$ cat src/rtl/gcd_lcm_stage.sv
// LCM stage fed by a GCD unit: lcm = (A / gcd) * B via a bit-serial restoring divider then shift-add multiplier.
// Optional macro GCD_LCM_REM_CHECK_EN flags a nonzero division remainder as an error.
module gcd_lcm_stage #(
    parameter int op_sz = 8
) (
    input  logic                 clk,
    input  logic                 rst,
    input  logic [op_sz-1:0]     A,
    input  logic [op_sz-1:0]     B,
    input  logic [op_sz-1:0]     gcd_in,
    input  logic                 gcd_done,
    output logic [2*op_sz-1:0]   lcm,
    output logic                 lcm_valid,
    output logic                 busy,
    output logic                 err
);

    localparam int CW = (op_sz > 1) ? $clog2(op_sz) : 1;
    localparam logic [CW-1:0] LAST = CW'(op_sz - 1);

    typedef enum logic [1:0] {S_IDLE, S_DIV, S_MUL, S_DONE} state_t;

    state_t               r_state;
    state_t               w_state_next;
    logic                 r_done_q;
    logic [CW-1:0]        r_cnt;
    logic [op_sz-1:0]     r_b;
    logic [op_sz-1:0]     r_gcd;
    logic [op_sz-1:0]     r_quo;
    logic [op_sz-1:0]     r_rem;
    logic [2*op_sz-1:0]   r_acc;
    logic [2*op_sz-1:0]   r_mcand;
    logic [2*op_sz-1:0]   r_lcm;
    logic                 r_err;

    logic                 w_capture;
    logic                 w_last;
    logic [op_sz:0]       w_shift;
    logic                 w_sub_ok;
    logic [op_sz-1:0]     w_sub;
    logic [2*op_sz-1:0]   w_acc_sum;
    logic                 w_rem_bad;

    // Only a fresh rising edge seen while idle starts a computation.
    assign w_capture = (r_state == S_IDLE) && gcd_done && !r_done_q;
    assign w_last    = (r_cnt == LAST);

    // r_quo doubles as the dividend shift register; quotient bits enter at the LSB.
    assign w_shift   = {r_rem, r_quo[op_sz-1]};
    assign w_sub_ok  = (w_shift >= {1'b0, r_gcd});
    assign w_sub     = w_shift[op_sz-1:0] - r_gcd;
    assign w_acc_sum = r_quo[0] ? (r_acc + r_mcand) : r_acc;

`ifdef GCD_LCM_REM_CHECK_EN
    assign w_rem_bad = (r_rem != '0);
`else
    assign w_rem_bad = 1'b0;
`endif

    always_ff @(posedge clk) begin
        if (rst) begin
            r_state <= S_IDLE;
        end else begin
            r_state <= w_state_next;
        end
    end

    always_comb begin
        w_state_next = r_state;
        case (r_state)
            S_IDLE: begin
                if (w_capture) begin
                    w_state_next = (gcd_in == '0) ? S_DONE : S_DIV;
                end
            end
            S_DIV:   if (w_last) w_state_next = S_MUL;
            S_MUL:   if (w_last) w_state_next = S_DONE;
            S_DONE:  w_state_next = S_IDLE;
            default: w_state_next = S_IDLE;
        endcase
    end

    always_ff @(posedge clk) begin
        if (rst) begin
            r_done_q <= 1'b0;
            r_cnt    <= '0;
            r_b      <= '0;
            r_gcd    <= '0;
            r_quo    <= '0;
            r_rem    <= '0;
            r_acc    <= '0;
            r_mcand  <= '0;
            r_lcm    <= '0;
            r_err    <= 1'b0;
        end else begin
            r_done_q <= gcd_done;
            case (r_state)
                S_IDLE: begin
                    if (w_capture) begin
                        r_b   <= B;
                        r_gcd <= gcd_in;
                        r_quo <= A;
                        r_rem <= '0;
                        r_cnt <= '0;
                        r_err <= (gcd_in == '0);
                        if (gcd_in == '0) begin
                            r_lcm <= '0;
                        end
                    end
                end
                S_DIV: begin
                    r_quo <= {r_quo[op_sz-2:0], w_sub_ok};
                    r_rem <= w_sub_ok ? w_sub : w_shift[op_sz-1:0];
                    r_cnt <= w_last ? '0 : r_cnt + CW'(1);
                    if (w_last) begin
                        r_acc   <= '0;
                        r_mcand <= {{op_sz{1'b0}}, r_b};
                    end
                end
                S_MUL: begin
                    r_acc   <= w_acc_sum;
                    r_quo   <= r_quo >> 1;
                    r_mcand <= r_mcand << 1;
                    r_cnt   <= w_last ? '0 : r_cnt + CW'(1);
                    // Result lands in lcm on entry to DONE so it is valid alongside the pulse.
                    if (w_last) begin
                        r_err <= w_rem_bad;
                        r_lcm <= w_rem_bad ? '0 : w_acc_sum;
                    end
                end
                default: ;
            endcase
        end
    end

    assign lcm       = r_lcm;
    assign err       = r_err;
    assign lcm_valid = (r_state == S_DONE);
    assign busy      = (r_state != S_IDLE);

endmodule

$ cat config.mk
export PLATFORM = sky130hd
export DESIGN_NAME = gcd_lcm_stage
export DESIGN_NICKNAME = d
export VERILOG_FILES = /design/src/rtl/gcd_lcm_stage.sv
export SDC_FILE = /design/constraint.sdc
export NUM_CORES = 1
export LEC_CHECK = 0
export ABC_AREA = 0
export ABC_CLOCK_PERIOD_IN_PS = 2850
export CAP_MARGIN = 20
export CORE_ASPECT_RATIO = 1.4
export CORE_MARGIN = 10
export CORE_UTILIZATION = 58
export DETAILED_ROUTE_END_ITERATION = 16
export PLACE_DENSITY = 0.89
export SLEW_MARGIN = 20
export SYNTH_ARGS = -nofsm -noshare
export SYNTH_HDL_FRONTEND = slang
export SYNTH_SLANG_ARGS = --single-unit
$ cat constraint.sdc
create_clock -name clk -period 2.85 [get_ports clk]
set_clock_uncertainty 0.05 [all_clocks]
set_input_delay 0.285 -clock clk [delete_from_list [all_inputs] [get_ports clk]]
set_output_delay 0.285 -clock clk [all_outputs]
set_load 0.01 [all_outputs]
Word-level counts from Yosys, hierarchy flattened
Cells that the tools add are included.

storage, ports and cells
  register bits = 87
  bits of input ports = 27
  logic and storage cells = 68

operators by class
  $add $sub $neg = 3
  order comparisons = 1
  eq/ne operators = 8
  mux-type cells = 25
  reduce and logical (&&, ||, !) cells = 20

operators by type and width
  operator               count
  $mux W16               6
  $pmux W16 S2           3
  $mux W8                3
  $pmux W8 S3            1
  $add A16 B16 Y16       1
  $pmux W8 S2            1
  $reduce_and A2 Y1      5
  $reduce_bool A2 Y1     5
  $ge A9 B8 Y1           1
  $logic_not A8 Y1       1
  $mux W2                4
  $pmux W2 S4            1
  $sub A8 B8 Y8          1
  $mux W3                2
  $ne A2 B2 Y1 const B   3
  $pmux W3 S2            1
  $reduce_and A3 Y1      2
  $eq A2 B2 Y1 const B   2
  $reduce_and A4 Y1      1
  $add A3 B1 Y3 const B  1
  $eq A3 B3 Y1 const B   1
  $reduce_bool A3 Y1     1
  $eq A2 B1 Y1 const B   1
  $logic_and A1 B1 Y1    2
  other kinds (6)        7

Longest topological paths before layout
  depth in word-level cells = 5
  mapped depth = 11

Worst setup path before layout
OpenSTA, ideal clock, no wires.

  kind = register -> register
  from = register r_acc[6]
  to = register r_lcm[15], in the netlist lcm[15]
  arrival = 2.030 ns
  required time = 2.678 ns
  slack = 0.648 ns
  cell stages (with the launch flop) = 8
  path buffers = 0
  period minus slack after synthesis = 2.202 ns
  cell sequence = dfxtp_1 ha_1 nand4_1 or3_1 o211ai_2 mux2i_1 nor3_1 a311o_1

on the way
  cells in the longest elaborated chain, start to end = 4

RTL lines
  what                    line  text
  from (decl)             31    logic [2*op_sz-1:0] r_acc;
  from (signal assigned)  121   r_acc <= w_acc_sum;
  $add A16 B16 Y16        52    assign w_acc_sum = r_quo[0] ? (r_acc + r_mcand) : r_acc;
  $mux W16                52
  $mux W16                126   if (w_last) begin
  $pmux W16 S2            97    case (r_state)
  to (signal assigned)    128   r_lcm <= w_rem_bad ? '0 : w_acc_sum;
  to (decl)               33    logic [2*op_sz-1:0] r_lcm;

Every way passes these cells. The select of a mux whose other input is x is not followed.
A chain may end at the register's enable or synchronous reset.

Final worst setup path
  from = register r_mcand[7]
  to = register r_lcm[15], in the netlist lcm[15]

on the way
  cells in the longest elaborated chain, start to end = 4

RTL lines
  what                    line  text
  from (decl)             32    logic [2*op_sz-1:0] r_mcand;
  from (signal assigned)  117   r_mcand <= {{op_sz{1'b0}}, r_b};
  from (signal assigned)  123   r_mcand <= r_mcand << 1;
  $add A16 B16 Y16        52
  $mux W16                52
  $mux W16                126
  $pmux W16 S2            97

Every way passes these cells. The select of a mux whose other input is x is not followed.

==> impl_metrics.py <==
metrics = {
    "timing": {
        "tightest_slew_ns": 0.746,
        "hold_viol": 0,
        "rsz0062_at_grt": "no",
        "max-slew-margin-rel_pct": 50.3,
        "max_freq_mhz": 397,
        "slew_viol_final": 0,
        "min_period_over_period_pct": 88.5,
        "finalSetupTns_ns": 0,
        "setup_violations": 0,
        "finalWorstPathRequiredPeriod_ns": 2.52,
    },
    "final_layout": {
        "final_util_pct": 69.2,
        "fillers": 607,
        "multi_input_area_um2": 2890,
        "most-common-layout-cells": "105 x nand2_1, 87 x dfxtp_1, 70 x a21oi_1",
        "stdcell_area_um2": 5640,
        "final_common_cell": "nand2_1",
        "num_antenna_cells": 0,
        "layout.nets": 671,
        "drive_gt1_share_pct": 7.15,
        "area_delta_synth_final_pct": 16.6,
        "ff_latch_area_um2": 1740,
    },
    "route": {
        "routed_via_density": 6.06,
        "wl_per_cell_um": 16.8,
        "wl_met3_um": 784,
        "top_layer_used": "met4",
        "drc": 0,
        "drtPass1Iterations": 5,
        "wl_met1_mm": 4.54,
        "wl_met2_mm": 6.54,
        "drt_iter0_markers": 285,
        "num_vias": 4346,
        "wl_mm": 12.1,
        "antenna_left": 0,
    },
    "pwr": {
        "p_leak_nw": 2.12,
        "finalPower_mw": 4.33,
        "ir_worst_vdd_v": 0.000620,
        "power.density_nw_per_um2": 768,
    },
    "job": {
        "maxCapViolations": 0,
    },
    "synthesis": {
        "ys_types": 64,
        "synth-async-reset-ratio_pct": 0,
        "synth_nets": 636,
        "yosysSeqAreaShare_pct": 36.0,
        "synthTopCellsByArea": "dfxtp_1 36%, nand2_1 8.2%, ha_1 8.0%",
        "synth_top_area_share_pct": 36.0,
        "synth_edf_count": 0,
        "synth_area_leader_cell": "dfxtp_1",
        "syn_inst": 576,
        "yosysWarnings": 0,
        "ys_ff_latch": 87,
        "syn_area_um2": 4830,
        "synth-main-ff-cell": "dfxtp_1",
        "synth.avg_cell_area_um2": 8.39,
    },
    "cts": {
        "clk_latency_ns": 0.35,
        "htreeDepth": 3,
        "cts_root_buf": "clkbuf_16",
        "clk_pin_slew_ns": 0.06,
        "cts_hold_buf": 0,
        "cts.sinks": 87,
        "numCtsBuffers": 9,
        "cts_setup_buffers": 0,
        "tritoncts": "done",
        "cts_repair_resize_count": 0,
        "clk_path_buf_depth": 2,
    },
    "floorplanning": {
        "die_w_um": 97.1,
        "die-area_um2": 12400,
        "core.rowCount": 39,
        "initial_utilization_pct": 59.3,
        "io_pins": 46,
        "core_um2": 8150,
        "die_height_um": 128,
    },
    "placement": {
        "dp.final_hpwl_mm": 8.68,
        "gp_congestion": 1.01,
        "io_buffers": 45,
        "dpl_cell_area_um2": 5340,
    },
    "global_route": {
        "grt_max_degree": 53,
        "overflow": 0,
        "antenna_found_initial": 0,
        "grt_pass1_wl_mm": 20.1,
        "grtUsageTotal_pct": 19.2,
        "grt_pass1_vias": 4310,
    },
    "critical_path": {
        "startpoint_type": "flop",
        "required_ns": 3.04,
        "cp_slowest_cell": "or3_1",
        "path_cells": "ha_1 > nand4_1 > or3_1 > o211ai_2 > mux2i_1 > nor3_1 > a311o_1",
        "cp-end-kind": "flop",
        "slowest_delay_ns": 0.45,
        "arrival_ns": 2.71,
        "rr_worst_depth": 7,
        "ff2ff_setup_slack_ns": 0.33,
        "worstPathMaxFanout": 5,
        "setup.worst_path.class": "flop to flop",
    },
    "run_status": {
        "outcome": "finished, final reports clean",
    },
    "min_path": {
        "hold_depth": 2,
        "hp-class": "input pin to flop",
    },
}
## final timing paths
path | from | to
hold / removal | rst | err
setup reg to reg | r_mcand[7] | lcm[15]
setup / recovery | r_mcand[7] | lcm[15]
hold reg to reg | r_b[2] | r_b[2]
## through the flow
stage | cells | hold WS, ns | setup slack [ns]
after floorplan | 576 | 0.363 | 0.648
after global placement | 702 | 0.392 | 0.304
after detailed placement | 702 | 0.396 | 0.259
after CTS | 717 | 0.207 | 0.346
after global routing | 717 | 0.247 | 0.137
final | 717 | 0.216 | 0.328
## worst max-delay path, delay by kind of cell (launching register included)
kind,cells,cell delay [ns]
adders and majority gates,1,0.40
AOI/OAI and AO/OA,2,0.46
and+or+nand+nor,3,0.78
DFF,1,0.36
muxes,1,0.36
## sequential cells by signal, summed over array words and instances (netlist names), 2 cells and up
name,cells
r_acc,16
lcm,16
r_b,8
r_state,2
r_mcand,16
r_rem,8
r_gcd,8
r_quo,8
r_cnt,3
## final cells by class
| type | count | area share [%] |
|---|---|---|
| clock buffers | 9 | 4.00 |
| multi-input cells | 443 | 51.3 |
| inverters | 14 | 0.932 |
| repair buffers | 56 | 9.37 |
| clock inverters | 6 | 1.24 |
| flip-flops and latches | 87 | 30.9 |
| well taps | 102 | 2.26 |
## synth_stat cells, drive strengths merged, types with 2 or more instances
cell     instances
nand2          106
dfxtp           87
a21oi           72
ha              31
nor2            25
clkbuf          22
o21ai           22
mux2i           21
nand3           16
inv             14
a211oi          13
nor2b           11
xnor2           11
a21o            10
buf             10
a22oi            8
nand3b           8
o211ai           8
xor2             8
a22o             7
and3             7
nand2b           6
nor3             6
a31oi            4
o21a             4
nand4            3
nor3b            3
o2bb2a           3
o2bb2ai          3
o31ai            3
a311oi           2
fa               2
nor4             2
o2111ai          2
or4              2
## power breakdown
group	internal, mW	leakage [nW]	switching, mW	total, mW
Clock	0.678	0.134	0.499	1.18
Sequential	1.36	0.706	0.129	1.49
Combinational	0.612	1.28	1.05	1.66
## metal layers
| layer | vias to the layer above | track usage, % |
|---|---|---|
| met4 | 0 | 8.27 |
| met1 | 2069 | 19.6 |
| li1 | 2124 | - |
| met3 | 17 | 4.05 |
| met5 | - | 0 |
| met2 | 136 | 36.5 |
## cells by family after synthesis
| kind of cell | share of synthesized area, % |
|---|---|
| flip-flops | 36.0 |
| adder cells (fa/ha/maj) | 8.86 |
| buffers and inverters | 4.19 |
| AND/OR/NAND/NOR | 20.0 |
| AO/OA/AOI/OAI | 22.9 |
| XOR/XNOR | 3.44 |
| multiplexers | 4.58 |
Power figures use the tool's default switching activity.
